### config.mk
export PLATFORM = sky130hd
export DESIGN_NAME = zynq_tag_serializer
export DESIGN_NICKNAME = d
export VERILOG_FILES = /design/src/rtl/zynq_tag_serializer.sv
export SDC_FILE = /design/constraint.sdc
export NUM_CORES = 1
export LEC_CHECK = 0
export BUFFER_PORTS_ARGS = -buffer_cell sky130_fd_sc_hd__buf_2
export CAP_MARGIN = 10
export CORE_UTILIZATION = 51
export DETAILED_ROUTE_END_ITERATION = 8
export PLACE_DENSITY = 0.74
export SLEW_MARGIN = 25
export SYNTH_ARGS = -nofsm -noshare
export SYNTH_HDL_FRONTEND = slang
export SYNTH_SLANG_ARGS = --single-unit
export TNS_END_PERCENT = 50
### constraint.sdc
create_clock -name aclk -period 1.9 [get_ports aclk]
set_input_delay 0.19 -clock aclk [delete_from_list [all_inputs] [get_ports aclk]]
set_output_delay 0.19 -clock aclk [all_outputs]
set_load 0.005 [all_outputs]
### src/rtl/zynq_tag_serializer.sv
// zynq_tag_serializer: bit-serial bsg_tag packet generator for bsg_tag_master (preamble, packet, gap).
// Define ZYNQ_TAG_SERIALIZER_PKT_COUNT_EN to add the 32-bit pkt_count_o packet counter output.
module zynq_tag_serializer #(
    parameter int tag_els_p               = 16,
    parameter int tag_max_payload_width_p = 1,
    parameter int lg_els_lp               = (tag_els_p > 1) ? $clog2(tag_els_p) : 1,
    parameter int lg_width_lp             = (tag_max_payload_width_p > 0)
                                            ? $clog2(tag_max_payload_width_p + 1) : 1,
    parameter int preamble_cycles_p       = 16,
    parameter int gap_cycles_p            = 2
) (
    input  logic                               aclk,
    input  logic                               aresetn,
    input  logic                               v_i,
    output logic                               ready_o,
    input  logic [lg_els_lp-1:0]               node_id_i,
    input  logic                               data_not_reset_i,
    input  logic [lg_width_lp-1:0]             len_i,
    input  logic [tag_max_payload_width_p-1:0] payload_i,
    output logic                               tag_data_o,
    output logic                               busy_o
`ifdef ZYNQ_TAG_SERIALIZER_PKT_COUNT_EN
    ,
    output logic [31:0]                        pkt_count_o
`endif
);

    localparam int shift_w_lp     = lg_els_lp + 1 + lg_width_lp + tag_max_payload_width_p;
    localparam int hdr_len_lp     = 2 + lg_els_lp + lg_width_lp;
    localparam int max_pkt_len_lp = hdr_len_lp + tag_max_payload_width_p;
    localparam int cnt_w_lp       = $clog2(max_pkt_len_lp + 1);
    localparam int timer_max_lp   = (preamble_cycles_p > gap_cycles_p) ? preamble_cycles_p
                                                                       : gap_cycles_p;
    localparam int timer_w_lp     = (timer_max_lp > 1) ? $clog2(timer_max_lp + 1) : 1;
    localparam int pre_last_lp    = (preamble_cycles_p > 0) ? preamble_cycles_p - 1 : 0;
    localparam int gap_last_lp    = (gap_cycles_p > 0) ? gap_cycles_p - 1 : 0;

    localparam logic [1:0] ST_PRE  = 2'd0;
    localparam logic [1:0] ST_IDLE = 2'd1;
    localparam logic [1:0] ST_SEND = 2'd2;
    localparam logic [1:0] ST_GAP  = 2'd3;

    logic [1:0]             state_q, state_d;
    logic [timer_w_lp-1:0]  timer_q, timer_d;
    logic [cnt_w_lp-1:0]    cnt_q, cnt_d;
    logic [shift_w_lp-1:0]  shift_q, shift_d;
    logic                   tag_data_q, tag_data_d;

    logic                   accept;
    logic [lg_width_lp-1:0] len_clamped;
    logic [cnt_w_lp-1:0]    pkt_len;

    assign ready_o    = (state_q == ST_IDLE);
    assign busy_o     = (state_q != ST_IDLE);
    assign tag_data_o = tag_data_q;
    assign accept     = v_i & ready_o;

    // Oversized requests are clamped so the length field and payload agree on the wire.
    always_comb begin
        if (32'(len_i) > tag_max_payload_width_p) begin
            len_clamped = lg_width_lp'(tag_max_payload_width_p);
        end else begin
            len_clamped = len_i;
        end
        pkt_len = cnt_w_lp'(hdr_len_lp) + cnt_w_lp'(len_clamped);
    end

    // NOTE: every always_comb output gets a default first so no path can infer a latch.
    always_comb begin
        state_d    = state_q;
        timer_d    = timer_q;
        cnt_d      = cnt_q;
        shift_d    = shift_q;
        tag_data_d = 1'b0;

        case (state_q)
            ST_PRE: begin
                timer_d = timer_q + timer_w_lp'(1);
                if (timer_q == timer_w_lp'(pre_last_lp)) begin
                    state_d = ST_IDLE;
                    timer_d = '0;
                end
            end

            ST_IDLE: begin
                if (accept) begin
                    // Start bit goes straight to the output flop; the rest waits in the shifter.
                    state_d    = ST_SEND;
                    tag_data_d = 1'b1;
                    cnt_d      = pkt_len;
                    shift_d    = {payload_i, len_clamped, data_not_reset_i, node_id_i};
                end
            end

            ST_SEND: begin
                // cnt_q counts the bit currently on the wire plus all bits still to come.
                if (cnt_q == cnt_w_lp'(1)) begin
                    state_d = ST_GAP;
                    cnt_d   = '0;
                    timer_d = '0;
                end else begin
                    tag_data_d = shift_q[0];
                    shift_d    = {1'b0, shift_q[shift_w_lp-1:1]};
                    cnt_d      = cnt_q - cnt_w_lp'(1);
                end
            end

            ST_GAP: begin
                timer_d = timer_q + timer_w_lp'(1);
                if (timer_q == timer_w_lp'(gap_last_lp)) begin
                    state_d = ST_IDLE;
                    timer_d = '0;
                end
            end

            default: begin
                state_d = ST_PRE;
                timer_d = '0;
            end
        endcase
    end

    // NOTE: sequential state uses non-blocking assignments only, so every flop sees pre-edge values.
    always_ff @(posedge aclk or negedge aresetn) begin
        if (!aresetn) begin
            state_q    <= ST_PRE;
            timer_q    <= '0;
            cnt_q      <= '0;
            shift_q    <= '0;
            tag_data_q <= 1'b0;
        end else begin
            state_q    <= state_d;
            timer_q    <= timer_d;
            cnt_q      <= cnt_d;
            shift_q    <= shift_d;
            tag_data_q <= tag_data_d;
        end
    end

`ifdef ZYNQ_TAG_SERIALIZER_PKT_COUNT_EN
    logic [31:0] pkt_count_q, pkt_count_d;

    // Counts on the edge that loads the final packet bit, so it steps with that bit on the wire.
    always_comb begin
        pkt_count_d = pkt_count_q;
        if ((state_q == ST_SEND) && (cnt_q == cnt_w_lp'(2))) begin
            pkt_count_d = pkt_count_q + 32'd1;
        end
    end

    always_ff @(posedge aclk or negedge aresetn) begin
        if (!aresetn) begin
            pkt_count_q <= '0;
        end else begin
            pkt_count_q <= pkt_count_d;
        end
    end

    assign pkt_count_o = pkt_count_q;
`endif

endmodule

==> summary.log <==
INFO  critical_path  rr_endpoint=state_q[1]
INFO  layout         diodes=0
INFO  floorplan      core.rowCount=16
INFO  timing         grt_setup_unrepaired=yes
INFO  grt            grt_pass1_wl=3.82mm
INFO  clocking       maximum_clock_insertion_buffer_count=2
INFO  drt            routed_wire_length_per_instance=12.9um
INFO  placement      finalWeightedCongestion=0.871
INFO  critical_path  worst_r2r_path_depth=7
INFO  grt            gr-total-overflow=0
INFO  timing         timing.slew.headroom=71.5%
INFO  synth          synth-edff-count=0
INFO  timing         drv_slew=0
INFO  grt            grtUsageMet2=34.7%
INFO  drt            dr.pass1.iters=4
INFO  drt            routed_via_density=5.47
INFO  placement      detailed_place_hpwl=1.50mm
INFO  critical_path  worst_setup_path_end_kind=flop
INFO  hold_path      hp-class=input pin to flop
INFO  floorplan      die_h=48.6um
INFO  hold_path      timing.hold.worst.start=node_id_i[0]
INFO  synth          synth_cell_type_count=33
INFO  hold_path      worstHoldPathCells=3
INFO  power          powerDensity=1700nW/um^2
INFO  timing         timing.setup.tns=0ns
INFO  grt            first_global_vias=908
INFO  clocking       worstSkewPairLatency=0.29ns
INFO  layout         area_delta_synth_final=20.1%
INFO  grt            top_usage_layer=met2
INFO  floorplan      initial_utilization=55.3%
INFO  timing         fin_skew=0.000959ns
INFO  synth          synthFlopType=sky130_fd_sc_hd__dfrtp_1
INFO  timing         fin_crit=1.85ns
INFO  grt            grtUsageMet1=27.2%
INFO  grt            grt_antenna_before_repair=0
INFO  critical_path  timing.critical_path.from_type=flop
INFO  layout         final_core_utilization=66.4%
INFO  floorplan      placeableCoreArea=2000um^2
INFO  synth          postSynth.asyncResetShare=100%
INFO  critical_path  crit-reg2reg-launch=timer_q[1]
INFO  placement      placed_insts=155
INFO  outcome        status=finished clean
INFO  flow_run       max_cap_violations=0
INFO  drt            routed_wirelength=2.14mm
INFO  power          peakVddDrop=0.000834V
INFO  critical_path  crit_start=timer_q[1]
INFO  clocking       clk_root_buffer_cell=sky130_fd_sc_hd__clkbuf_4
INFO  critical_path  critical_path_class=flop to flop
INFO  power          power.total=0.00226W
INFO  synth          synth_area_leaders=sky130_fd_sc_hd__dfrtp_1 43%, sky130_fd_sc_hd__ha_1 11%, sky130_fd_sc_hd__mux2i_1 6.3%, sky130_fd_sc_hd__a21oi_1 5.0%, sky130_fd_sc_hd__nor2_1 4.1%
INFO  clocking       clkSlewWorstSetupHoldPaths=0.10ns
INFO  clocking       number_of_sinks_handled_by_clock_tree_synthesis=19
INFO  synth          syn_avg_cell_area=9.71um^2
INFO  clocking       htree_levels=1
INFO  placement      portbufs=12
INFO  timing         final_min_period_over_clock_period=97.5%
INFO  synth          post-synth-top-count-cell=sky130_fd_sc_hd__dfrtp_1
INFO  clocking       cts_tree=done
INFO  clocking       numCtsBuffers=3
INFO  synth          syn_nets=134
INFO  drt            drcViolationCount=0
INFO  layout         finalNonFillerCells=165
INFO  critical_path  crit_required=2.09ns
INFO  critical_path  worst_r2r_setup_slack=0.05ns
INFO  grt            grt_start_max_net_pins=20
INFO  timing         timing.fmax=540MHz
INFO  power          leakagePower=0.620nW
INFO  timing         report.final.hold_viol_count=0
INFO  drt            route.vias.total=903
INFO  floorplan      die_outline_area=2360um^2
INFO  synth          yosys_register_bits=19
INFO  synth          netlist.top_cell.by_area=sky130_fd_sc_hd__dfrtp_1
INFO  synth          post_synth_inst_count=114
INFO  grt            global_route_met3_utilization=3.77%
INFO  drt            drt_iter0_drc=14
INFO  hold_path      endpoint_of_the_worst_hold_path=shift_q[0]
INFO  timing         setup_viol=0
INFO  grt            gr-usage-all-layers=21.3%
INFO  floorplan      die_width=48.6um
INFO  synth          ys_warn_count=0
INFO  critical_path  critPathMaxFanout=2
INFO  layout         filler_cell_count=170
INFO  timing         measured_slew_at_the_worst_slew_check_pin=0.427ns
INFO  synth          synth_sequential_area_ratio=42.9%
INFO  layout         final_net_count=159
INFO  synth          synth.top_cells.by_count=19 x sky130_fd_sc_hd__dfrtp_1, 12 x sky130_fd_sc_hd__nor2_1, 11 x sky130_fd_sc_hd__a21oi_1, 11 x sky130_fd_sc_hd__inv_1, 10 x sky130_fd_sc_hd__ha_1
INFO  synth          mappedNetlistArea=1110um^2
INFO  drt            drtAntennaViolNets=0
INFO  synth          synthDominantCellAreaShare=42.9%
INFO  critical_path  critPathArrivalTime=2.04ns
INFO  layout         drive_gt1_share=25.4%
INFO  floorplan      ioPinCount=13
cell type report:
| type | count | area [um^2] | area share, % |
|---|---|---|---|
| clock buffer | 4 | 26.3 | 1.98 |
| timing repair buffer | 23 | 149 | 11.2 |
| sequential | 19 | 475 | 35.7 |
| inverter | 11 | 41.3 | 3.10 |
| multi-input combinational | 81 | 604 | 45.4 |
| tap | 27 | 33.8 | 2.54 |
stage by stage:
| stage | cell area [um^2] | worst slack, ns | hold WS, ns |
|---|---|---|---|
| 4_1_cts | 1280 | 0.0154 | 0.182 |
| 3_5_place_dp | 1220 | -0.0376 | 0.154 |
| 5_1_grt | 1330 | -0.0162 | 0.184 |
| 3_3_place_gp | 1220 | 0.0499 | 0.150 |
| 6_report | 1330 | 0.0484 | 0.192 |
| 2_1_floorplan | 1110 | 0.0762 | -0.106 |
state kept, by name (all words and copies together), names as in the netlist:
name	flops
state_q	2
shift_q	7
timer_q	5
cnt_q	4
tag_data_o	1
cell usage in the layout (no fill, tap or decap), types with 2 or more instances in the layout:
| cell type | n |
|---|---|
| sky130_fd_sc_hd__nand2b_1 | 2 |
| sky130_fd_sc_hd__mux2i_1 | 7 |
| sky130_fd_sc_hd__ha_1 | 8 |
| sky130_fd_sc_hd__a21oi_1 | 10 |
| sky130_fd_sc_hd__o21ai_0 | 6 |
| sky130_fd_sc_hd__ha_2 | 2 |
| sky130_fd_sc_hd__nor2_1 | 12 |
| sky130_fd_sc_hd__clkbuf_4 | 3 |
| sky130_fd_sc_hd__a21boi_0 | 2 |
| sky130_fd_sc_hd__nor2b_1 | 2 |
| sky130_fd_sc_hd__nand3_1 | 2 |
| sky130_fd_sc_hd__inv_1 | 11 |
| sky130_fd_sc_hd__nand2_1 | 5 |
| sky130_fd_sc_hd__dfrtp_1 | 19 |
| sky130_fd_sc_hd__buf_2 | 12 |
| sky130_fd_sc_hd__a31oi_1 | 4 |
| sky130_fd_sc_hd__buf_4 | 9 |
layer usage:
metal  wire, um  vias to the layer above
met2       1010                       23
met5          0                        -
met3         71                        2
met4         23                        0
met1       1030                      428
li1           -                      450
cells by family (layout without fill, tap and decap cells):
| logic type | count (synthesis) | after routing | synth area share (%) |
|---|---|---|---|
| AOI/OAI and AO/OA | 33 | 33 | 19.2 |
| and+or+nand+nor | 30 | 30 | 13.7 |
| DFF | 19 | 19 | 42.9 |
| buffers and inverters | 14 | 38 | 5.20 |
| adders and majority gates | 10 | 10 | 11.3 |
| muxes | 8 | 8 | 7.68 |
critical path: stages (launching register included):
cell and delay, ns:
sky130_fd_sc_hd__dfrtp_1 0.42, sky130_fd_sc_hd__buf_6 0.13, sky130_fd_sc_hd__inv_1 0.04, sky130_fd_sc_hd__ha_1 0.13
sky130_fd_sc_hd__or4b_4 0.49, sky130_fd_sc_hd__nand2_4 0.10, sky130_fd_sc_hd__o2111ai_4 0.13, sky130_fd_sc_hd__mux2_4 0.31
timing repair:
| item | CTS | global route |
|---|---|---|
| resized for setup | 3 | 4 |
| pin swaps | 0 | 3 |
| hold buffers | 1 | 0 |
| hold endpoints to repair | 19 | 0 |
| setup endpoints to repair | 1 | 4 |
| setup buffers | 2 | 3 |
worst max path at each step:
stage / cells after the start / endpoint / slack [ns]
after floorplan: 8 / timer_q[3] / 0.08
final: 7 / state_q[1] / 0.05
after CTS: 8 / timer_q[3] / 0.02
after global placement: 8 / timer_q[3] / 0.05
after detailed placement: 8 / timer_q[3] / -0.04
after global routing: 7 / state_q[1] / -0.02
where the power goes:
part	switching [W]	internal (W)
combinational	0.000681	0.000636
clock	0.000118	0.0000817
sequential	0.000141	0.000600
(Power assumes the default switching activity.)
